--- src/rtl/pic24_icsp_target_if.sv ---
// ICSP pin bundle and target-side status/handshake signals for pic24_icsp_target.
// The master modport is the programmer/host side; the slave modport is the target.
interface pic24_icsp_target_if;
    logic        PGCx;
    logic        PGDx_in;
    logic        MCLRn;
    logic        PGDx_out;
    logic        PGDx_dir;
    logic        icsp_mode;
    logic [23:0] instr;
    logic        instr_valid;
    logic        regout_req;
    logic [15:0] regout_data;
    logic        bad_cmd;

    modport master (
        output PGCx, PGDx_in, MCLRn, regout_data,
        input  PGDx_out, PGDx_dir, icsp_mode, instr, instr_valid, regout_req, bad_cmd
    );

    modport slave (
        input  PGCx, PGDx_in, MCLRn, regout_data,
        output PGDx_out, PGDx_dir, icsp_mode, instr, instr_valid, regout_req, bad_cmd
    );
endinterface

--- src/rtl/pic24_icsp_target.sv ---
// PIC24 ICSP target: key-sequence entry, SIX instruction capture, REGOUT readback.
// Host pins are oversampled on clk through 2-flop synchronizers.
module pic24_icsp_target #(
    parameter logic [31:0] ICSP_KEY      = 32'h4D434851,
    parameter int unsigned PRE_CLKS      = 9,
    parameter int unsigned REG_IDLE_CLKS = 8
) (
    input  logic                      clk,
    input  logic                      rst,
    pic24_icsp_target_if.slave        bus
);
    typedef enum logic [3:0] {
        ST_OFF, ST_KEY, ST_KEY_OK, ST_PRE, ST_CMD,
        ST_SIX_DATA, ST_REG_IDLE, ST_REG_DATA, ST_SKIP
    } state_t;

    localparam logic [4:0] PRE_LAST  = 5'(PRE_CLKS - 1);
    localparam logic [4:0] IDLE_LAST = 5'(REG_IDLE_CLKS - 1);

    logic [1:0]  pgc_sync_r, pgd_sync_r, mclr_sync_r;
    logic        pgc_prev_r, mclr_prev_r;
    logic        pgc_rise_s, pgc_fall_s, mclr_rise_s, pgd_s, mclr_s, abort_s;

    state_t      state_r, state_nxt;
    logic [31:0] key_r, key_nxt;
    logic [4:0]  cnt_r, cnt_nxt;
    logic [23:0] shift_r, shift_nxt;
    logic [15:0] out_r, out_nxt;
    logic [23:0] instr_r, instr_nxt;
    logic        mode_r, mode_nxt, dir_r, dir_nxt, pgd_out_r, pgd_out_nxt;
    logic        valid_r, valid_nxt, req_r, req_nxt, bad_r, bad_nxt;

    // Synchronize host pins and keep one delayed copy for edge detection.
    always_ff @(posedge clk or posedge rst) begin
        if (rst) begin
            pgc_sync_r  <= 2'b00;
            pgd_sync_r  <= 2'b00;
            mclr_sync_r <= 2'b11;
            pgc_prev_r  <= 1'b0;
            mclr_prev_r <= 1'b1;
        end else begin
            pgc_sync_r  <= {pgc_sync_r[0], bus.PGCx};
            pgd_sync_r  <= {pgd_sync_r[0], bus.PGDx_in};
            mclr_sync_r <= {mclr_sync_r[0], bus.MCLRn};
            pgc_prev_r  <= pgc_sync_r[1];
            mclr_prev_r <= mclr_sync_r[1];
        end
    end

    assign pgd_s       = pgd_sync_r[1];
    assign mclr_s      = mclr_sync_r[1];
    assign pgc_rise_s  = pgc_sync_r[1] & ~pgc_prev_r;
    assign pgc_fall_s  = ~pgc_sync_r[1] & pgc_prev_r;
    assign mclr_rise_s = mclr_s & ~mclr_prev_r;
    // MCLRn low while in programming mode wins over any PGC edge in the same cycle.
    assign abort_s     = ~mclr_s & (state_r != ST_OFF) & (state_r != ST_KEY) & (state_r != ST_KEY_OK);

    // Next-state and next-output logic for the ICSP protocol FSM.
    always_comb begin
        state_nxt   = state_r;
        key_nxt     = key_r;
        cnt_nxt     = cnt_r;
        shift_nxt   = shift_r;
        out_nxt     = out_r;
        instr_nxt   = instr_r;
        mode_nxt    = mode_r;
        dir_nxt     = dir_r;
        pgd_out_nxt = pgd_out_r;
        valid_nxt   = 1'b0;
        req_nxt     = 1'b0;
        bad_nxt     = 1'b0;
        if (abort_s) begin
            state_nxt   = ST_KEY;
            key_nxt     = 32'h0000_0000;
            cnt_nxt     = 5'd0;
            shift_nxt   = 24'h00_0000;
            out_nxt     = 16'h0000;
            mode_nxt    = 1'b0;
            dir_nxt     = 1'b1;
            pgd_out_nxt = 1'b0;
        end else begin
            case (state_r)
                ST_OFF: begin
                    if (!mclr_s) begin
                        state_nxt = ST_KEY;
                        key_nxt   = 32'h0000_0000;
                    end else begin
                        state_nxt = ST_OFF;
                    end
                end
                ST_KEY: begin
                    if (key_r == ICSP_KEY) begin
                        state_nxt = ST_KEY_OK;
                    end else if (mclr_s) begin
                        state_nxt = ST_OFF;
                    end else if (pgc_rise_s) begin
                        key_nxt = {key_r[30:0], pgd_s};
                    end else begin
                        state_nxt = ST_KEY;
                    end
                end
                ST_KEY_OK: begin
                    if (mclr_rise_s) begin
                        state_nxt = ST_PRE;
                        mode_nxt  = 1'b1;
                        cnt_nxt   = 5'd0;
                    end else begin
                        state_nxt = ST_KEY_OK;
                    end
                end
                ST_PRE: begin
                    if (pgc_rise_s && (cnt_r == PRE_LAST)) begin
                        state_nxt = ST_SIX_DATA;
                        cnt_nxt   = 5'd0;
                    end else if (pgc_rise_s) begin
                        cnt_nxt = cnt_r + 5'd1;
                    end else begin
                        state_nxt = ST_PRE;
                    end
                end
                ST_CMD: begin
                    if (pgc_rise_s) begin
                        shift_nxt = {shift_r[22:0], pgd_s};
                        cnt_nxt   = cnt_r + 5'd1;
                        if (cnt_r == 5'd3) begin
                            cnt_nxt = 5'd0;
                            case (shift_nxt[3:0])
                                4'b0000: state_nxt = ST_SIX_DATA;
                                4'b0001: begin
                                    state_nxt = ST_REG_IDLE;
                                    req_nxt   = 1'b1;
                                end
                                default: begin
                                    state_nxt = ST_SKIP;
                                    bad_nxt   = 1'b1;
                                end
                            endcase
                        end else begin
                            state_nxt = ST_CMD;
                        end
                    end else begin
                        state_nxt = ST_CMD;
                    end
                end
                ST_SIX_DATA: begin
                    if (pgc_rise_s) begin
                        shift_nxt = {shift_r[22:0], pgd_s};
                        cnt_nxt   = cnt_r + 5'd1;
                        if (cnt_r == 5'd23) begin
                            state_nxt = ST_CMD;
                            cnt_nxt   = 5'd0;
                            instr_nxt = shift_nxt;
                            valid_nxt = 1'b1;
                        end else begin
                            state_nxt = ST_SIX_DATA;
                        end
                    end else begin
                        state_nxt = ST_SIX_DATA;
                    end
                end
                ST_REG_IDLE: begin
                    if (pgc_rise_s && (cnt_r == IDLE_LAST)) begin
                        state_nxt   = ST_REG_DATA;
                        cnt_nxt     = 5'd0;
                        out_nxt     = bus.regout_data;
                        dir_nxt     = 1'b0;
                        pgd_out_nxt = bus.regout_data[15];
                    end else if (pgc_rise_s) begin
                        cnt_nxt = cnt_r + 5'd1;
                    end else begin
                        state_nxt = ST_REG_IDLE;
                    end
                end
                ST_REG_DATA: begin
                    // Bit 15 went out on the last idle rise; rises 1..15 shift out the
                    // rest, rise 16 completes the word and the next fall releases PGD.
                    if (pgc_rise_s && (cnt_r < 5'd16)) begin
                        cnt_nxt = cnt_r + 5'd1;
                        if (cnt_r != 5'd15) begin
                            out_nxt     = {out_r[14:0], 1'b0};
                            pgd_out_nxt = out_r[14];
                        end else begin
                            pgd_out_nxt = pgd_out_r;
                        end
                    end else if (pgc_fall_s && (cnt_r == 5'd16)) begin
                        state_nxt   = ST_CMD;
                        cnt_nxt     = 5'd0;
                        dir_nxt     = 1'b1;
                        pgd_out_nxt = 1'b0;
                    end else begin
                        state_nxt = ST_REG_DATA;
                    end
                end
                ST_SKIP: begin
                    if (pgc_rise_s && (cnt_r == 5'd23)) begin
                        state_nxt = ST_CMD;
                        cnt_nxt   = 5'd0;
                    end else if (pgc_rise_s) begin
                        cnt_nxt = cnt_r + 5'd1;
                    end else begin
                        state_nxt = ST_SKIP;
                    end
                end
                default: begin
                    state_nxt   = ST_OFF;
                    mode_nxt    = 1'b0;
                    dir_nxt     = 1'b1;
                    pgd_out_nxt = 1'b0;
                end
            endcase
        end
    end

    // State, datapath and registered outputs.
    always_ff @(posedge clk or posedge rst) begin
        if (rst) begin
            state_r   <= ST_OFF;
            key_r     <= 32'h0000_0000;
            cnt_r     <= 5'd0;
            shift_r   <= 24'h00_0000;
            out_r     <= 16'h0000;
            instr_r   <= 24'h00_0000;
            mode_r    <= 1'b0;
            dir_r     <= 1'b1;
            pgd_out_r <= 1'b0;
            valid_r   <= 1'b0;
            req_r     <= 1'b0;
            bad_r     <= 1'b0;
        end else begin
            state_r   <= state_nxt;
            key_r     <= key_nxt;
            cnt_r     <= cnt_nxt;
            shift_r   <= shift_nxt;
            out_r     <= out_nxt;
            instr_r   <= instr_nxt;
            mode_r    <= mode_nxt;
            dir_r     <= dir_nxt;
            pgd_out_r <= pgd_out_nxt;
            valid_r   <= valid_nxt;
            req_r     <= req_nxt;
            bad_r     <= bad_nxt;
        end
    end

    assign bus.PGDx_out    = pgd_out_r & ~dir_r;
    assign bus.PGDx_dir    = dir_r;
    assign bus.icsp_mode   = mode_r;
    assign bus.instr       = instr_r;
    assign bus.instr_valid = valid_r;
    assign bus.regout_req  = req_r;
    assign bus.bad_cmd     = bad_r;
endmodule

--- src/flat_wrapper.sv ---
// flat-port wrapper written by rule: the top's interface ports become plain ports
module pic24_icsp_target_flat 
#(
    parameter logic [31:0] ICSP_KEY      = 32'h4D434851,
    parameter int unsigned PRE_CLKS      = 9,
    parameter int unsigned REG_IDLE_CLKS = 8
)
  (clk, rst, bus_PGCx, bus_PGDx_in, bus_MCLRn, bus_regout_data, bus_PGDx_out, bus_PGDx_dir, bus_icsp_mode, bus_instr, bus_instr_valid, bus_regout_req, bus_bad_cmd);
  pic24_icsp_target_if bus_i ();
  input  logic clk;
  input  logic rst;
  input wire logic [$bits(bus_i.PGCx)-1:0] bus_PGCx;
  input wire logic [$bits(bus_i.PGDx_in)-1:0] bus_PGDx_in;
  input wire logic [$bits(bus_i.MCLRn)-1:0] bus_MCLRn;
  input wire logic [$bits(bus_i.regout_data)-1:0] bus_regout_data;
  output wire logic [$bits(bus_i.PGDx_out)-1:0] bus_PGDx_out;
  output wire logic [$bits(bus_i.PGDx_dir)-1:0] bus_PGDx_dir;
  output wire logic [$bits(bus_i.icsp_mode)-1:0] bus_icsp_mode;
  output wire logic [$bits(bus_i.instr)-1:0] bus_instr;
  output wire logic [$bits(bus_i.instr_valid)-1:0] bus_instr_valid;
  output wire logic [$bits(bus_i.regout_req)-1:0] bus_regout_req;
  output wire logic [$bits(bus_i.bad_cmd)-1:0] bus_bad_cmd;
  assign bus_i.PGCx = bus_PGCx;
  assign bus_i.PGDx_in = bus_PGDx_in;
  assign bus_i.MCLRn = bus_MCLRn;
  assign bus_i.regout_data = bus_regout_data;
  assign bus_PGDx_out = bus_i.PGDx_out;
  assign bus_PGDx_dir = bus_i.PGDx_dir;
  assign bus_icsp_mode = bus_i.icsp_mode;
  assign bus_instr = bus_i.instr;
  assign bus_instr_valid = bus_i.instr_valid;
  assign bus_regout_req = bus_i.regout_req;
  assign bus_bad_cmd = bus_i.bad_cmd;
  pic24_icsp_target #(.ICSP_KEY(ICSP_KEY), .PRE_CLKS(PRE_CLKS), .REG_IDLE_CLKS(REG_IDLE_CLKS)) u_core (.clk(clk), .rst(rst), .bus(bus_i));
endmodule
--- config.mk ---
export PLATFORM = sky130hd
export DESIGN_NAME = pic24_icsp_target_flat
export DESIGN_NICKNAME = d
export VERILOG_FILES = /design/src/rtl/pic24_icsp_target_if.sv /design/src/rtl/pic24_icsp_target.sv /design/src/flat_wrapper.sv
export SDC_FILE = /design/constraint.sdc
export NUM_CORES = 1
export LEC_CHECK = 0
export ABC_AREA = 1
export BUFFER_PORTS_ARGS = -buffer_cell sky130_fd_sc_hd__buf_2
export CAP_MARGIN = 20
export CORE_MARGIN = 8
export CORE_UTILIZATION = 52
export CTS_BUF_LIST = sky130_fd_sc_hd__clkbuf_16
export DETAILED_ROUTE_END_ITERATION = 10
export PLACE_DENSITY = 0.71
export SETUP_SLACK_MARGIN = 0.2
export SYNTH_ARGS = -nofsm -noshare
export SYNTH_HDL_FRONTEND = slang
export SYNTH_SLANG_ARGS = --single-unit
--- constraint.sdc ---
create_clock -name clk -period 8.1 [get_ports clk]
set_input_delay 0.405 -clock clk [delete_from_list [all_inputs] [get_ports clk]]
set_output_delay 0.405 -clock clk [all_outputs]
set_load 0.01 [all_outputs]
==> metrics.txt <==
DP HPWL 8.38 mm; end of the critical path u_core.shift_r[13]; WL/cell 13.7 um; Tot Pwr 1.35 mW; worst vdd ir 0.128 mV; Post-Syn Nets 788; layout cell share with drive strength beyond 1 14.0%; register bit total from synthesis 117; synth unique cells 32; Slew @ Worst Pin 1.06 ns; RSZ-0062 raised after global routing false; number of I/O pins 51; FF-to-FF End u_core.shift_r[13]; CTS tree yes; Row Count 38; # hold bufs at CTS 0; ANT nets after route 0; Total Neg Setup Slack 0 ns; DIE AREA 0.0148 mm^2; chip width 122 um; filler cell count 974; Root Buffer clkbuf_16; fmax 0.409 GHz; Worst Skew 0.00734 ns; final WL 13.1 mm; Worst Setup SP u_core.state_r[3]; Die Ht 122 um; worst min path class in2reg; Mapped Cells 764; synthesized cell area 0.00580 mm^2; area added between synthesis and finish 14.3%; CTS buffer count 17; all-layer global routing usage 19.1%; Seq/Total Area, Yosys 50.5%; CP Data Required Time 8.42 ns; worst r2r src u_core.state_r[3]; worst skew pair latency 0.41 ns; initial antenna violation count 0; status finished clean; Multi-input gate area 0.00234 mm^2; crit share post-route 30.1%; CP Launch Type flip-flop; first-pass GRT wire length 23.0 mm; Final setup viols 0; GPL Wtd Cong 0.895; crit end category flip-flop; worst endpoint data arrival time 2.76 ns; Pins Over Slew Limit 0; port buffer count 50; Top delay family on crit path simple AND/OR/NAND/NOR gates; grt ovf 0; starting DRC count in detailed routing 542; diode count 0; vias per cell 5.17; register area 0.00293 mm^2; drt drc 0; final core utilization 60.9%; First-pass DRT Iterations 5; Yosys warning count 0; Initial Utilization 53.3%; Post-layout nets 828; reg2reg path depth 7; pin count of the biggest net entering global routing 68; stages on the worst setup path 7; R2R Setup Slk 5.66 ns; max_cap viols 0; Via Count 4945; clock tree buffer depth 2; post-cts repair resize count 0; Setup CP Type reg2reg; Worst Path Buf+Inv 1; number of global-route vias before repair 4806; Post-CTS Setup Inserts 0; Final Hold Viols 0; Max FO, Critical Path 52; min Tclk post-route 2.44 ns; Rel. slew slack 29.4%; total clock sinks 117; Crit-path slowest cell nor2_1; syn_area_per_cell 7.60 um^2; pwr/cell area 204 mW/mm^2; H-tree depth 4; Leak 3.25 nW; crit-path cells nor2_4 -> nand2_2 -> nand2_4 -> inv_2 -> nor2_1 -> nand2_1 -> o21ai_0; CTS clk-pin slew, worst paths 0.06 ns; core area 0.0109 mm^2; Max stage delay on crit path 0.71 ns
-- logic make-up (layout without fill, tap and decap cells) --
group | count (synthesis) | after routing | synth area share [%]
flops | 117 | 117 | 50.5
xor+xnor | 2 | 2 | 0.302
fa+ha+maj | 3 | 3 | 0.647
simple gates | 417 | 417 | 30.2
buf+inv | 126 | 179 | 9.21
compound gates | 99 | 99 | 9.14
-- layout make-up --
cell class / instances / area share, %
clock buffers: 17 / 6.42
inverters: 94 / 5.36
well taps: 140 / 2.64
repair buffers: 53 / 4.11
clock inverters: 15 / 2.00
flip-flops and latches: 117 / 44.2
multi-input cells: 521 / 35.2
-- report_power, final --
group	internal, mW	total (mW)	leakage [nW]	switching [mW]
clock network	0.422	0.703	0.263	0.281
logic	0.0128	0.0576	1.46	0.0448
registers	0.590	0.594	1.52	0.00390
total	1.02	1.35	3.25	0.330
-- per-layer routing --
layer / wire length (um) / track usage (%)
met5: 0 / 0
met4: 193 / 6.86
met3: 698 / 5.04
met2: 6100 / 29.6
met1: 6150 / 25.2
-- state kept, by name, indices dropped and copies added, names as in the netlist, 2 cells and up --
register,cells
u_core.mclr_sync_r,2
u_core.key_r,32
u_core.cnt_r,5
u_core.shift_r,23
u_core.state_r,4
u_core.pgc_sync_r,2
u_core.out_r,15
u_core.bus.instr,24
u_core.pgd_sync_r,2
-- cells in the mapped netlist, drive strengths merged --
cell type | instances | area share (%)
nand4 | 9 | 0.97
dfstp | 4 | 1.8
dfrtp | 113 | 49
nor3 | 4 | 0.54
a21oi | 13 | 1.2
o211ai | 1 | 0.13
o21ai | 83 | 7.6
a31oi | 1 | 0.11
nor2 | 106 | 7.7
clkinv | 1 | 0.065
and3 | 1 | 0.11
clkbuf | 8 | 0.52
nand3 | 59 | 5.2
buf | 24 | 2.6
nand2 | 238 | 16
inv | 93 | 6.0
o22ai | 1 | 0.11
xor2 | 2 | 0.30
ha | 3 | 0.65
-- worst min-delay path by stage --
stage,from,endpoint,slack (ns),depth (start not counted)
after floorplan,u_core.pgc_sync_r[0],u_core.pgc_sync_r[1],0.33,0
after global placement,u_core.pgd_sync_r[0],u_core.pgd_sync_r[1],0.34,0
after detailed placement,u_core.pgd_sync_r[0],u_core.pgd_sync_r[1],0.34,0
after CTS,bus_MCLRn,u_core.mclr_sync_r[0],0.08,1
after global routing,bus_MCLRn,u_core.mclr_sync_r[0],0.07,1
final,bus_MCLRn,u_core.mclr_sync_r[0],0.09,1
-- worst register-to-register path: cells and delay by family, from the launching register on --
family / cells / cell delay [ns]
AO/OA/AOI/OAI: 1 / 0.13
buffers and inverters: 1 / 0.24
flip-flops: 1 / 0.45
AND/OR/NAND/NOR: 5 / 1.53
-- layout by cell type (no fill, tap or decap), types with 2 or more instances in the layout --
master / n
nand2_1: 233
dfrtp_1: 113
nor2_1: 97
inv_1: 86
o21ai_0: 71
nand3_1: 58
buf_2: 50
clkbuf_16: 17
a21oi_1: 12
o21ai_1: 9
nand4_1: 9
inv_2: 7
nor2_4: 5
nand2_2: 4
nor2_2: 4
clkinv_4: 4
clkinvlp_4: 4
dfstp_2: 4
clkinv_1: 3
nor3_1: 3
ha_1: 3
inv_6: 3
buf_4: 3
o21ai_4: 2
xor2_1: 2
-- per-stage QoR --
step                      instances  setup WS (ns)  cell area (um^2)  hold slack [ns]
final                           957           5.66              6630           0.0925
after global routing            957           5.48              6630           0.0708
after CTS                       957           5.67              6630           0.0759
after detailed placement        925           5.69              6070            0.340
after global placement          925           5.78              6070            0.336
after floorplan                 764           4.60              5800            0.331
(Power assumes the default switching activity.)
